==> src/rtl/arb4_priority_rr.sv <==
// Four-requester arbiter: fixed-priority or round-robin selection, grant held until release or hold-limit revoke.
// Latency: 1 cycle from req sampled high (in IDLE) to gnt high; all outputs registered.
// Backpressure: owner keeps gnt while its req stays high; others wait, at least one idle cycle between grants.
//
// Ports:
//   clk        system clock, rising edge
//   rst_n      asynchronous active-low reset, clears all state immediately
//   req[3:0]   level-sensitive request lines, one per requester
//   rr_en      1 = round-robin, 0 = fixed priority (req[3] highest); sampled only in IDLE
//   gnt[3:0]   one-hot registered grant, zero when no owner
//   gnt_valid  equals |gnt
//   gnt_id     binary index of current owner, keeps last owner while idle
//   timeout    one-cycle pulse when a grant is revoked by the hold limit
//
// MAX_HOLD: 0 disables the hold limit, otherwise 2..255 and must fit in CNT_W bits.
module arb4_priority_rr #(
  parameter int unsigned MAX_HOLD = 8,
  parameter int unsigned CNT_W    = 8
) (
  input  logic       clk,
  input  logic       rst_n,
  input  logic [3:0] req,
  input  logic       rr_en,
  output logic [3:0] gnt,
  output logic       gnt_valid,
  output logic [1:0] gnt_id,
  output logic       timeout
);

  typedef enum logic {
    IDLE = 1'b0,
    BUSY = 1'b1
  } state_t;

  localparam logic [CNT_W-1:0] HOLD_LIM = CNT_W'(MAX_HOLD);
  localparam logic [CNT_W-1:0] CNT_MAX  = {CNT_W{1'b1}};
  localparam bit               HOLD_EN  = (MAX_HOLD != 0);

  state_t           state_q, state_d;
  logic [3:0]       gnt_d;
  logic             valid_d;
  logic [1:0]       id_d;
  logic             to_d;
  logic [CNT_W-1:0] cnt_q, cnt_d;
  logic [1:0]       ptr_q, ptr_d;

  logic [1:0]       win_fp;
  logic [1:0]       win_rr;
  logic             rr_found;
  logic [1:0]       rr_idx;
  logic [1:0]       win;

  // Fixed priority: later iterations overwrite, so the highest set index wins.
  always_comb begin
    win_fp = 2'd0;
    for (int i = 0; i < 4; i++) begin
      if (req[i]) win_fp = 2'(i);
    end
  end

  // Round-robin: scan upward from rr pointer with 2-bit wraparound, first hit wins.
  always_comb begin
    win_rr   = ptr_q;
    rr_found = 1'b0;
    rr_idx   = ptr_q;
    for (int k = 0; k < 4; k++) begin
      rr_idx = ptr_q + 2'(k);
      if (!rr_found && req[rr_idx]) begin
        win_rr   = rr_idx;
        rr_found = 1'b1;
      end
    end
  end

  assign win = rr_en ? win_rr : win_fp;

  always_comb begin
    state_d = state_q;
    gnt_d   = gnt;
    id_d    = gnt_id;
    cnt_d   = cnt_q;
    ptr_d   = ptr_q;
    to_d    = 1'b0;

    case (state_q)
      IDLE: begin
        if (|req) begin
          gnt_d   = 4'b0001 << win;
          id_d    = win;
          cnt_d   = CNT_W'(1);
          // Pointer advances on every grant, even in fixed mode, so a later
          // switch to round-robin starts just past the last owner.
          ptr_d   = win + 2'd1;
          state_d = BUSY;
        end
      end
      BUSY: begin
        if (!req[gnt_id]) begin
          gnt_d   = 4'b0000;
          state_d = IDLE;
        end else if (HOLD_EN && (cnt_q == HOLD_LIM)) begin
          gnt_d   = 4'b0000;
          to_d    = 1'b1;
          state_d = IDLE;
        end else if (cnt_q != CNT_MAX) begin
          // Saturation only matters with the limit disabled; with it enabled
          // the counter never passes HOLD_LIM.
          cnt_d = cnt_q + CNT_W'(1);
        end
      end
      default: begin
        gnt_d   = 4'b0000;
        state_d = IDLE;
      end
    endcase

    valid_d = |gnt_d;
  end

  always_ff @(posedge clk or negedge rst_n) begin
    if (!rst_n) begin
      state_q   <= IDLE;
      gnt       <= 4'b0000;
      gnt_valid <= 1'b0;
      gnt_id    <= 2'd0;
      timeout   <= 1'b0;
      cnt_q     <= '0;
      ptr_q     <= 2'd0;
    end else begin
      state_q   <= state_d;
      gnt       <= gnt_d;
      gnt_valid <= valid_d;
      gnt_id    <= id_d;
      timeout   <= to_d;
      cnt_q     <= cnt_d;
      ptr_q     <= ptr_d;
    end
  end

endmodule

==> config.mk <==
export PLATFORM = sky130hd
export DESIGN_NAME = arb4_priority_rr
export DESIGN_NICKNAME = d
export VERILOG_FILES = /design/src/rtl/arb4_priority_rr.sv
export SDC_FILE = /design/constraint.sdc
export NUM_CORES = 1
export LEC_CHECK = 0
export ABC_AREA = 1
export CORE_MARGIN = 3
export CORE_UTILIZATION = 35
export DETAILED_ROUTE_END_ITERATION = 16
export HOLD_SLACK_MARGIN = 0.05
export PLACE_DENSITY = 0.58
export SETUP_SLACK_MARGIN = 0.4
export SKIP_LAST_GASP = 1
export SLEW_MARGIN = 20
export SYNTH_ARGS = -nofsm -noshare
export SYNTH_HDL_FRONTEND = slang
export SYNTH_SLANG_ARGS = --single-unit
==> constraint.sdc <==
create_clock -name clk -period 2.7 [get_ports clk]
set_clock_uncertainty 0.2 [all_clocks]
set_input_delay 0.27 -clock clk [delete_from_list [all_inputs] [get_ports clk]]
set_output_delay 0.27 -clock clk [all_outputs]
set_load 0.03 [all_outputs]
# Word level (Yosys, flattened, before mapping)
# Index checks and enable logic that the tools add are counted.
word_totals:
  out_inout_bits: 8
  register_bits: 19
classes:
  mux: 36
  add_sub_neg: 5
  order_cmp: 5
  bitwise_logic: 1
  n_eq_ne: 6
  shift: 1
  n_reduce_logical: 10
op_table:
  columns: ["op", "count"]
  rows:
  - ["$mux 8", 4]
  - ["$pmux 8 s2", 1]
  - ["$lt 2x3->1 const B", 5]
  - ["$mux 1", 15]
  - ["$mux 2", 6]
  - ["$mux 4", 3]
  - ["$bmux 1 s2", 5]
  - ["$add 8x1->8 const B", 1]
  - ["$eq 8x4->1 const B", 1]
  - ["$ne 8x8->1 const B", 1]
  - ["$pmux 4 s2", 1]
  - ["$reduce_or 4->1", 2]
  - ["$add 2x1->2 const B", 2]
  - ["$add 2x2->2 const B", 2]
  - ["$ne 2x1->1 const B", 2]
  - ["$ne 2x2->1 const B", 2]
  - ["$reduce_and 4->1", 1]
  - ["$shl 1x2->4 const A", 1]
  - ["$logic_and 1x1->1", 3]
  - ["$logic_not 1->1", 3]
  - ["$pmux 1 s2", 1]
  - ["$reduce_and 2->1", 1]
  - ["$not 1->1", 1]

# Depth between registers and ports, before layout
# Gate-level depths: netlist (run 1).
depth:
  depth_word: 17
  mapped_depth: 17

# Worst setup path after synthesis (run 1)
# No wires, ideal clock.
synth_path:
  path_kind: "register to register"
  startpoint: "register ptr_q[0]"
  endpoint: "register gnt_valid"
  path_stages_with_launch: 16
  n_path_buf: 1
  setup_ns: 0.119
  arrival_time_ns: 1.499
  path_slack_ns: 0.883
  cell_sequence: "dfrtp_1 -> buf_4 -> nand2_1 -> nand3_2 -> nand2_4 -> nand2_2 -> nor2_2 -> nand2_1 -> nand2_1 -> inv_2 -> nand2_1 -> nand2_1 -> nand2_1 -> nand2_2 -> nor2_1 -> nand2_1"
synth_between:
  elab_chain_cells: 17
synth_rtl:
  columns: ["item", "line", "rtl"]
  rows:
  - ["start, declared", "45", "logic [1:0] ptr_q, ptr_d;"]
  - ["start signal, assigned", "136", "ptr_q <= ptr_d;"]
  - ["parallel branches: the longest is 11 deep, another holds $add 2x1->2", null, null]
  - ["$mux 2 *", "68", "if (!rr_found && req[rr_idx]) begin"]
  - ["$mux 2 *", "75", "assign win = rr_en ? win_rr : win_fp;"]
  - ["$shl 1x2->4 *", "88", "gnt_d = 4'b0001 << win;"]
  - ["$mux 4 *", "87", "if (|req) begin"]
  - ["$pmux 4 s2 *", "85", "case (state_q)"]
  - ["named net gnt_d[2]", "40", "logic [3:0] gnt_d;"]
  - ["$reduce_or 4->1 *", "117", "valid_d = |gnt_d;"]
  - ["named net valid_d", "41", "logic valid_d;"]
  - ["end signal, assigned", "132", "gnt_valid <= valid_d;"]
  - ["end, declared", "25", "output logic gnt_valid,"]
# Mark *: on every way through the listed nets, which the timed path passes. The select of a mux whose other input is x is not followed.
# A chain may end at the register's enable or synchronous reset.

# Worst setup path in the final report (run 1)
# Same ends and word-level chain as after synthesis.

==> results of run 1 <==
==> final timing paths <==
path,startpoint,to
setup / recovery,ptr_q[0],gnt_valid
hold / removal,rst_n,cnt_q[6]
setup reg to reg,ptr_q[0],gnt_valid
hold reg to reg,gnt[3],gnt[3]
max in group asynchronous,rst_n,ptr_q[0]
min in group clk,gnt[3],gnt[3]
==> logic make-up after synthesis <==
family,Yosys count,synth area share
compound gates,23,0.100
xor+xnor,1,0.00676
fa+ha+maj,2,0.0193
buf+inv,26,0.0840
flops,19,0.367
simple gates,115,0.423
==> cell type report <==
class | count | area, µm²
inverters | 24 | 90.1
well taps | 46 | 57.6
clock inverters | 1 | 5.00
flip-flops and latches | 19 | 477
multi-input cells | 141 | 712
clock buffers | 3 | 41.3
fillers | 351 | 1920
repair buffers | 14 | 140
==> report_power, final <==
part | leakage, nW | internal [mW] | total [mW] | switching [mW]
combinational | 0.474 | 0.346 | 0.991 | 0.646
sequential | 0.245 | 0.384 | 0.495 | 0.111
clock | 0.0255 | 0.103 | 0.194 | 0.0916
total | 0.744 | 0.832 | 1.68 | 0.848
==> flip-flops by register name (all words and copies together) (netlist names) <==
register / cells
cnt_q: 8
ptr_q: 2
gnt: 4
gnt_id: 2
gnt_valid: 1
state_q: 1
timeout: 1
==> per-layer routing <==
metal  routed length [µm]  vias up  share of wire  track usage
met5                    0        -              0            0
met4                   22        0         0.0081       0.0304
met3                  158        4          0.058       0.0422
met2                 1150       23           0.42        0.197
met1                 1380      495           0.51        0.221
li1                     -      622              -            -
==> cells in the mapped netlist (2+ instances only) <==
cell type / n / area (µm²)
nand2_1: 56 / 210
dfrtp_1: 19 / 475
inv_1: 19 / 71.3
nand2_2: 16 / 100
nand3_1: 14 / 70.1
nor2_1: 11 / 41.3
o21ai_0: 10 / 50.1
a21oi_1: 8 / 40.0
nor3_1: 7 / 35.0
inv_2: 5 / 18.8
nand3_2: 3 / 30.0
nor2_2: 3 / 18.8
a21oi_2: 2 / 17.5
ha_1: 2 / 25.0
==> worst max-delay path, stage by stage, from the launching register on <==
cell and delay, ns:
dfrtp_2 0.49, inv_2 0.19, nand2_1 0.09, nand2_2 0.10
nand2_1 0.07, nand2_2 0.07, nand2_2 0.06, inv_2 0.06
nand2_2 0.05, nand2_2 0.06, nand3_2 0.07, a21oi_2 0.21
nand2_1 0.12, nand2_2 0.08, nor2_1 0.04, nand2_1 0.05
==> per-stage QoR <==
| stage | hold slack [ns] | setup slack (ns) | util |
|---|---|---|---|
| 2_1_floorplan | -0.226 | 0.883 | - |
| 3_3_place_gp | 0.289 | 0.424 | 0.429 |
| 3_5_place_dp | 0.290 | 0.378 | 0.429 |
| 4_1_cts | 0.315 | 0.533 | 0.442 |
| 5_1_grt | 0.339 | 0.376 | 0.442 |
| 6_report | 0.284 | 0.622 | 0.442 |
==> run_results.csv, run 1 <==
group,metric,value,unit
place,io_buffer_count,14,
layout,diodes,0,
yosys,synth_warnings,0,
clock_tree,clk_pin_slew_worst_paths,0.07,ns
floorplanning,die_x,66.9,µm
layout,area_delta_synth_final,17.5,%
yosys,yosysSeqAreaShare,0.367,
timing,rsz0062_at_grt,"true",
yosys,synth_edf_count,0,
layout,stdcell_count,248,
timing,worstMarginPinSlew,0.817,ns
yosys,postSynthAreaPerCell,6.97,µm²
clock_tree,cts_resized,0,
global_routing,grt_pass1_vias,1070,
floorplanning,num_io_pins,15,
setup_path,worst-r2r-cell-count,15,
layout,final_common_cell,"nand2_1",
timing,maxSlewViolCount,0,
clock_tree,cts_buffers,3,
clock_tree,cts_buffer_depth,2,
floorplanning,core_area,0.00344,mm²
min_path,hp-class,"primary input to asynchronous set/reset pin",
status,outcome,"finished clean",
clock_tree,clock_sinks,19,
clock_tree,ctsHoldBuffers,0,
power_and_ir_drop,p_per_area,1100,mW/mm²
setup_path,cp.arrival,2.08,ns
place,dp_hpwl,2150,µm
setup_path,crit_type,"register to register",
yosys,ys.flop_type,"dfrtp_1",
global_routing,antenna_found_initial,0,
yosys,synth_area,0.00130,mm²
drt,drt_iter0_drc,73,
timing,relSlewSlack,0.453,
layout,drive_above_1_share,0.188,
layout,final_cell_mix,"nand2_1 (56), inv_1 (18), dfrtp_1 (18), nand2_2 (16)",
clock_tree,clk_latency,0.26,ns
floorplanning,initial_core_util,0.377,
setup_path,cp_max_fo,12,
layout,final_cell_area,0.00152,mm²
setup_path,reg2reg_setup_slack,0.62,ns
drt,route.vias.total,1144,
power_and_ir_drop,report.power.total,1.68,mW
clock_tree,cts_tree,"yes",
yosys,postSynthCellCount,186,
layout,fin_nets,212,
setup_path,required,2.70,ns
timing,period_needed,2.08,ns
drt,detail-route-antenna-nets,0,
global_routing,grt_pass1_wl,4940,µm
drt,first_pass_iters,5,
setup_path,startpoint_type,"register",
clock_tree,clock-root-buffer,"clkbuf_8",
power_and_ir_drop,leakagePower,0.744,nW
place,dp_cells,244,
timing,setup-violations-final,0,
drt,wirelength,2710,µm
setup_path,critPathCaptureType,"register",
place,place_area,0.00148,mm²
drt,wire_per_inst,10.9,µm
clock_tree,cts_setup_buffers,0,
timing,hold_viol,0,
yosys,ys_types,25,
floorplanning,die_y,66.9,µm
drt,drc_errors,0,
yosys,synthesis.nets,195,
place,place_congestion,0.915,
global_routing,grt_remaining_overflow,0,
clock_tree,htreeDepth,1,
timing,post-route-period-util,0.770,
flow_run,drv_cap,0,
drt,viasPerCell,4.61,
floorplanning,die_area,0.00447,mm²
power_and_ir_drop,ir_drop,0.000552,V
yosys,ys_ff_latch,19,
timing,timing.fmax,0.481,GHz
timing,fin_tns_setup,0,ns
global_routing,track_usage,0.144,
global_routing,grt_max_degree,20,
yosys,async_reset_ff_frac,1.00,
floorplanning,row_count,21,
Note: power is estimated with default switching activity, not from simulation.
==> run 2, diff against run 1 <==
--- a/config.mk
+++ b/config.mk
@@ -10,7 +10,7 @@
 export CORE_UTILIZATION = 35
 export DETAILED_ROUTE_END_ITERATION = 16
 export HOLD_SLACK_MARGIN = 0.05
-export PLACE_DENSITY = 0.58
+export PLACE_DENSITY = 0.6
 export SETUP_SLACK_MARGIN = 0.4
 export SKIP_LAST_GASP = 1
 export SLEW_MARGIN = 20
==> constraint.sdc (replaced) <==
create_clock -name clk -period 1.9 [get_ports clk]
set_clock_uncertainty 0.2 [all_clocks]
set_input_delay 0.19 -clock clk [delete_from_list [all_inputs] [get_ports clk]]
set_output_delay 0.19 -clock clk [all_outputs]
set_load 0.03 [all_outputs]
==> run 2 against run 1 <==
Compared with the run above: the flow now finishes with violations (negative setup slack); combinational power grew to 2.5 times the previous value; core utilization is 17 points higher; die area stayed put; clock power is 43% higher; sequential share of layout area is 8.5 points lower; flip-flop and latch count stayed put; hold slack worse by 0.22 ns; power is 110% higher; first-iteration DRC count is 37% higher; sequential power is 48% higher; largest power group unchanged.
==> run_results.csv, run 2 (same netlist as run 1, synthesis figures left out) <==
group,metric,value,unit
global_routing,track_usage,0.167,
layout,final_common_cell,"buf_4",
timing,period_needed,1.98,ns
place,dp_hpwl,2260,µm
setup_path,cp.arrival,1.98,ns
drt,detail-route-antenna-nets,0,
min_path,hp-class,"primary input to asynchronous set/reset pin",
status,outcome,"finished, violations left",
timing,worstMarginPinSlew,0.345,ns
timing,rsz0062_at_grt,"true",
layout,fin_nets,263,
clock_tree,cts_buffer_depth,2,
drt,drt_iter0_drc,100,
clock_tree,cts_tree,"yes",
layout,largest_register_ffs,8,
power_and_ir_drop,leakagePower,1.12,nW
global_routing,grt_pass1_wl,5670,µm
drt,wire_per_inst,12.3,µm
layout,drive_above_1_share,0.502,
drt,drc_errors,0,
floorplanning,row_count,21,
timing,relSlewSlack,0.768,
timing,timing.fmax,0.504,GHz
floorplanning,die_x,66.9,µm
layout,reg_top3,"cnt_q (8), gnt (4)",
clock_tree,clock_sinks,19,
flow_run,drv_cap,0,
setup_path,crit_slowest_cell,"dfrtp_2",
status,violations,"negative setup slack",
floorplanning,num_io_pins,15,
layout,n_fill_cell,285,
timing,maxSlewViolCount,0,
floorplanning,core_area,0.00344,mm²
clock_tree,htreeDepth,1,
setup_path,startpoint_type,"register",
power_and_ir_drop,p_per_area,1650,mW/mm²
setup_path,worst-r2r-cell-count,15,
setup_path,slowest_delay,0.47,ns
timing,post-route-period-util,1.04,
clock_tree,clk_pin_slew_worst_paths,0.07,ns
drt,viasPerCell,4.79,
setup_path,cp_max_fo,6,
timing,whs,0.0659,ns
drt,route.vias.total,1433,
drt,first_pass_iters,4,
layout,top_register,"cnt_q",
setup_path,required,1.90,ns
power_and_ir_drop,ir_drop,0.000748,V
timing,setup-violations-final,7,
layout,final-seq-area,483,µm²
place,io_buffer_count,14,
clock_tree,cts_buffers,3,
setup_path,cp_top_family,"simple AND/OR/NAND/NOR gates",
global_routing,grt_max_degree,20,
layout,final_cell_area,0.00212,mm²
drt,wirelength,3690,µm
global_routing,grt_remaining_overflow,0,
setup_path,crit_type,"register to register",
setup_path,timing.rr.start,"ptr_q[0]",
clock_tree,ctsHoldBuffers,0,
place,place_congestion,0.850,
timing,hold_viol,0,
setup_path,critPathCaptureType,"register",
layout,diodes,0,
timing,timing.final.ws_setup,-0.0845,ns
layout,area_delta_synth_final,63.5,%
setup_path,critPathBufInv,2,
setup_path,reg2reg_setup_slack,-0.08,ns
floorplanning,die_area,0.00447,mm²
layout,multiInputGateArea,882,µm²
floorplanning,initial_core_util,0.377,
clock_tree,clock-root-buffer,"clkbuf_8",
global_routing,antenna_found_initial,0,
clock_tree,clk_latency,0.26,ns
setup_path,r2r-end,"gnt_valid",
layout,final_cell_mix,"buf_4 (43), nand2_1 (40), nand2_2 (27), inv_1 (16), dfrtp_1 (13)",
place,place_area,0.00167,mm²
global_routing,grt_pass1_vias,1302,
floorplanning,die_y,66.9,µm
setup_path,crit_chain,"inv_4 -> nand2_1 -> nand2_2 -> nand2_1 -> nand2_1 -> nand2_2 -> inv_1 -> nand2_2 -> nand2_2 -> nand3_2 -> a21oi_2 -> nand2_1 -> nand2_2 -> nor2_1 -> nand2_1",
[run 2: changes by cell type in the layout (fill, tap and decap cells not counted), sizes merged]
| cell | previous run | this run |
|---|---|---|
| buf | 0 | 50 |
| clkdlybuf4s50 | 14 | 2 |
| dlygate4sd2 | 0 | 7 |
| dlymetal6s2s | 0 | 4 |
| clkdlybuf4s15 | 0 | 1 |
| clkinvlp | 0 | 1 |
[run 2: layout make-up]
cell class | instances | area share
Clock buffer | 3 | 0.0195
Tap cell | 46 | 0.0272
Sequential cell | 19 | 0.228
Timing Repair Buffer | 64 | 0.256
Inverter | 24 | 0.0472
Clock inverter | 1 | 0.00236
Timing Repair inverter | 1 | 0.00354
Multi-Input combinational cell | 141 | 0.416
[run 2: worst max-delay path by stage]
stage | from | end | slack [ns] | cells after the start
floorplan | ptr_q[0] | gnt_valid | 0.1 | 17
global placement | req[1] | cnt_q[5] | -0.32 | 12
detailed placement | req[1] | cnt_q[5] | -0.35 | 12
CTS | ptr_q[0] | gnt_valid | -0.04 | 16
global route | ptr_q[0] | gnt_valid | -0.22 | 16
finish | ptr_q[0] | gnt_valid | -0.08 | 15
[run 2: report_power, final]
part           switching (mW)  internal, mW  total (mW)
logic                    1.33          1.15        2.49
registers               0.176         0.555       0.731
clock network           0.132         0.146       0.278
[run 2: per-layer routing]
layer  up-vias  track usage  wire (µm)
met5         -            0          0
met4         0       0.0228         30
met3         5       0.0354        148
met2        31        0.267       1760
met1       672        0.235       1750
li1        725            -          -
[run 2: stage by stage]
step	setup slack (ns)	setup TNS (ns)	utilization	power, mW	instances
2_1_floorplan	0.0982	0	-	1.84	186
3_3_place_gp	-0.320	-2.96	0.485	2.43	266
3_5_place_dp	-0.350	-3.39	0.485	2.44	266
4_1_cts	-0.0356	-0.0457	0.571	3.17	289
5_1_grt	-0.216	-1.46	0.616	3.74	299
6_report	-0.0845	-0.296	0.616	3.49	299
[run 2: what timing repair did]
action,4_1_cts,5_1_grt
buffers inserted,17,10
pin swaps,11,9
endpoints found under the setup margin,25,20
gates resized for setup,43,26
gates cloned,2,0
==> run 3, diff against run 2 <==
--- a/config.mk
+++ b/config.mk
@@ -6,12 +6,13 @@
 export NUM_CORES = 1
 export LEC_CHECK = 0
 export ABC_AREA = 1
+export CELL_PAD_IN_SITES_DETAIL_PLACEMENT = 0
+export CELL_PAD_IN_SITES_GLOBAL_PLACEMENT = 1
 export CORE_MARGIN = 3
-export CORE_UTILIZATION = 35
+export CORE_UTILIZATION = 36
 export DETAILED_ROUTE_END_ITERATION = 16
 export HOLD_SLACK_MARGIN = 0.05
-export PLACE_DENSITY = 0.6
-export SETUP_SLACK_MARGIN = 0.4
+export PLACE_DENSITY = 0.79
 export SKIP_LAST_GASP = 1
 export SLEW_MARGIN = 20
 export SYNTH_ARGS = -nofsm -noshare
==> run 3 against run 2 <==
Compared with the run above: the run still ends with negative setup slack left; sequential power decreased by 6.0%; cell count decreased by 5.7%; combinational power decreased by 11%; global-route usage decreased by 0.19 points; fmax increased by 0.41%; setup slack improved by 0.0082 ns; clock power decreased by 20%; register-to-register slack about the same.
==> run_results.csv, run 3 (same netlist as run 1, synthesis figures left out) <==
group,metric,value,unit
status,outcome,"finished, violations left",
status,violations,"negative setup slack",
layout,diodes,0,
layout,n_fill_cell,325,
drt,wl_met1,1620,µm
min_path,hp-class,"primary input to register",
layout,final_common_cell,"nand2_1",
layout,multiInputGateArea,852,µm²
global_routing,grt_pass1_wl,5670,µm
min_path,holdPathEnd,"timeout",
drt,drt_iter0_drc,57,
setup_path,required,1.92,ns
global_routing,grt_remaining_overflow,0,
drt,routed-wl-met2,1540,µm
layout,area_delta_synth_final,49.2,%
layout,fin_nets,246,
drt,route.vias.total,1360,
layout,final-seq-area,479,µm²
timing,setup-violations-final,5,
layout,fin_util,0.571,
setup_path,r2r-end,"gnt_valid",
timing,relSlewSlack,0.787,
drt,viasPerCell,4.82,
drt,first_pass_iters,4,
timing,timing.fmax,0.506,GHz
timing,period_needed,1.98,ns
setup_path,timing.rr.start,"cnt_q[0]",
floorplanning,die_y,66.0,µm
floorplanning,num_io_pins,15,
layout,largest_register_ffs,8,
min_path,hp-start,"req[1]",
setup_path,startpoint_type,"register",
drt,wire_per_inst,12.1,µm
clock_tree,cts_buffers,3,
power_and_ir_drop,ir_drop,0.000840,V
clock_tree,clk_latency,0.31,ns
place,place_congestion,0.917,
global_routing,track_usage,0.165,
floorplanning,row_count,21,
setup_path,reg2reg_setup_slack,-0.08,ns
setup_path,cp_max_fo,4,
timing,timing.final.ws_setup,-0.0764,ns
global_routing,grt_pass1_vias,1271,
floorplanning,initial_core_util,0.382,
global_routing,grt_max_degree,20,
clock_tree,clock_sinks,19,
flow_run,drv_cap,0,
floorplanning,die_area,0.00436,mm²
drt,routed.top_layer,"met4",
clock_tree,clock-root-buffer,"clkbuf_4",
power_and_ir_drop,report.power.total,3.12,mW
setup_path,worst-r2r-cell-count,13,
setup_path,critPathCaptureType,"register",
clock_tree,cts_tree,"yes",
timing,worstMarginPinSlew,0.319,ns
layout,drive_above_1_share,0.411,
drt,wirelength,3410,µm
min_path,min_path_cells,7,
power_and_ir_drop,leakagePower,0.973,nW
place,place_area,0.00163,mm²
floorplanning,core_area,0.00339,mm²
timing,maxSlewViolCount,0,
layout,reg_top3,"cnt_q (8), gnt (4)",
layout,final_cell_area,0.00193,mm²
clock_tree,clk_pin_slew_worst_paths,0.12,ns
drt,detail-route-antenna-nets,0,
setup_path,crit_type,"register to register",
place,dp_hpwl,2430,µm
setup_path,cp.arrival,2.00,ns
floorplanning,die_x,66.0,µm
layout,final_cell_mix,"nand2_1 (45), buf_4 (29), nand2_2 (24), inv_1 (17), dfrtp_1 (16)",
clock_tree,cts_buffer_depth,2,
timing,fin_tns_setup,-0.187,ns
timing,hold_viol,0,
place,io_buffer_count,14,
clock_tree,htreeDepth,1,
timing,post-route-period-util,1.04,
timing,rsz0062_at_grt,"true",
power_and_ir_drop,p_per_area,1610,mW/mm²
drt,drc_errors,0,
drt,met3WireLength,219,µm
layout,top_register,"cnt_q",
global_routing,antenna_found_initial,0,
==> run 3: changes by cell type in the layout (fill, tap and decap cells not counted), sizes merged <==
cell | before | now
buf | 50 | 33
clkdlybuf4s15 | 1 | 0
clkdlybuf4s50 | 2 | 12
dlygate4sd2 | 7 | 0
dlygate4sd3 | 0 | 1
dlymetal6s2s | 4 | 2
inv | 24 | 23
==> run 3: stage by stage <==
stage | hold slack, ns | setup WS, ns | instances
2_1_floorplan | -0.306 | 0.0827 | 186
3_3_place_gp | 0.291 | -0.325 | 265
3_5_place_dp | 0.296 | -0.342 | 265
4_1_cts | 0.328 | -0.0781 | 274
5_1_grt | 0.374 | -0.265 | 282
6_report | 0.318 | -0.0764 | 282
==> run 3: worst max-delay path by stage <==
stage	startpoint	end	slack, ns
2_1_floorplan	ptr_q[0]	gnt_valid	0.08
3_3_place_gp	req[1]	cnt_q[5]	-0.33
3_5_place_dp	req[1]	cnt_q[5]	-0.34
4_1_cts	ptr_q[0]	gnt_valid	-0.08
5_1_grt	ptr_q[0]	gnt_valid	-0.27
6_report	cnt_q[0]	gnt_valid	-0.08
==> run 3: per-layer routing <==
metal / vias to the layer above / GRT usage
li1: 690 / -
met1: 626 / 0.243
met2: 39 / 0.248
met3: 5 / 0.0391
met4: 0 / 0.0254
met5: - / 0
==> run 3: power by group <==
group          total (mW)  switching [mW]  leakage, nW  internal [mW]
clock network       0.222           0.142       0.0139         0.0804
logic                2.21            1.24        0.716          0.972
registers           0.687           0.140        0.243          0.547
==> run 3: area by class of cell <==
cell class / count / area share
clock buffer: 3 / 0.0116
inverter: 24 / 0.0505
sequential: 19 / 0.248
timing repair buffer: 48 / 0.216
tap: 46 / 0.0298
multi-input combinational: 141 / 0.440
clock inverter: 1 / 0.00388
==> run 3: critical path: stages (launching register included) <==
cell	delay, ns
dfrtp_2	0.45
inv_2	0.06
ha_1	0.15
nand3_1	0.08
nor2_1	0.10
inv_1	0.07
nand3_2	0.09
buf_4	0.11
o21ai_0	0.10
buf_4	0.17
nand2_1	0.05
nand2_1	0.06
nor2_1	0.12
nand2_1	0.06
==> run 3: what timing repair did <==
action / 4_1_cts / 5_1_grt
buffers inserted: 4 / 8
pin swaps: 1 / 7
hold buffers: 1 / 0
gates resized for setup: 4 / 46
endpoints found under the setup margin: 9 / 18
hold endpoints to repair: 19 / 0
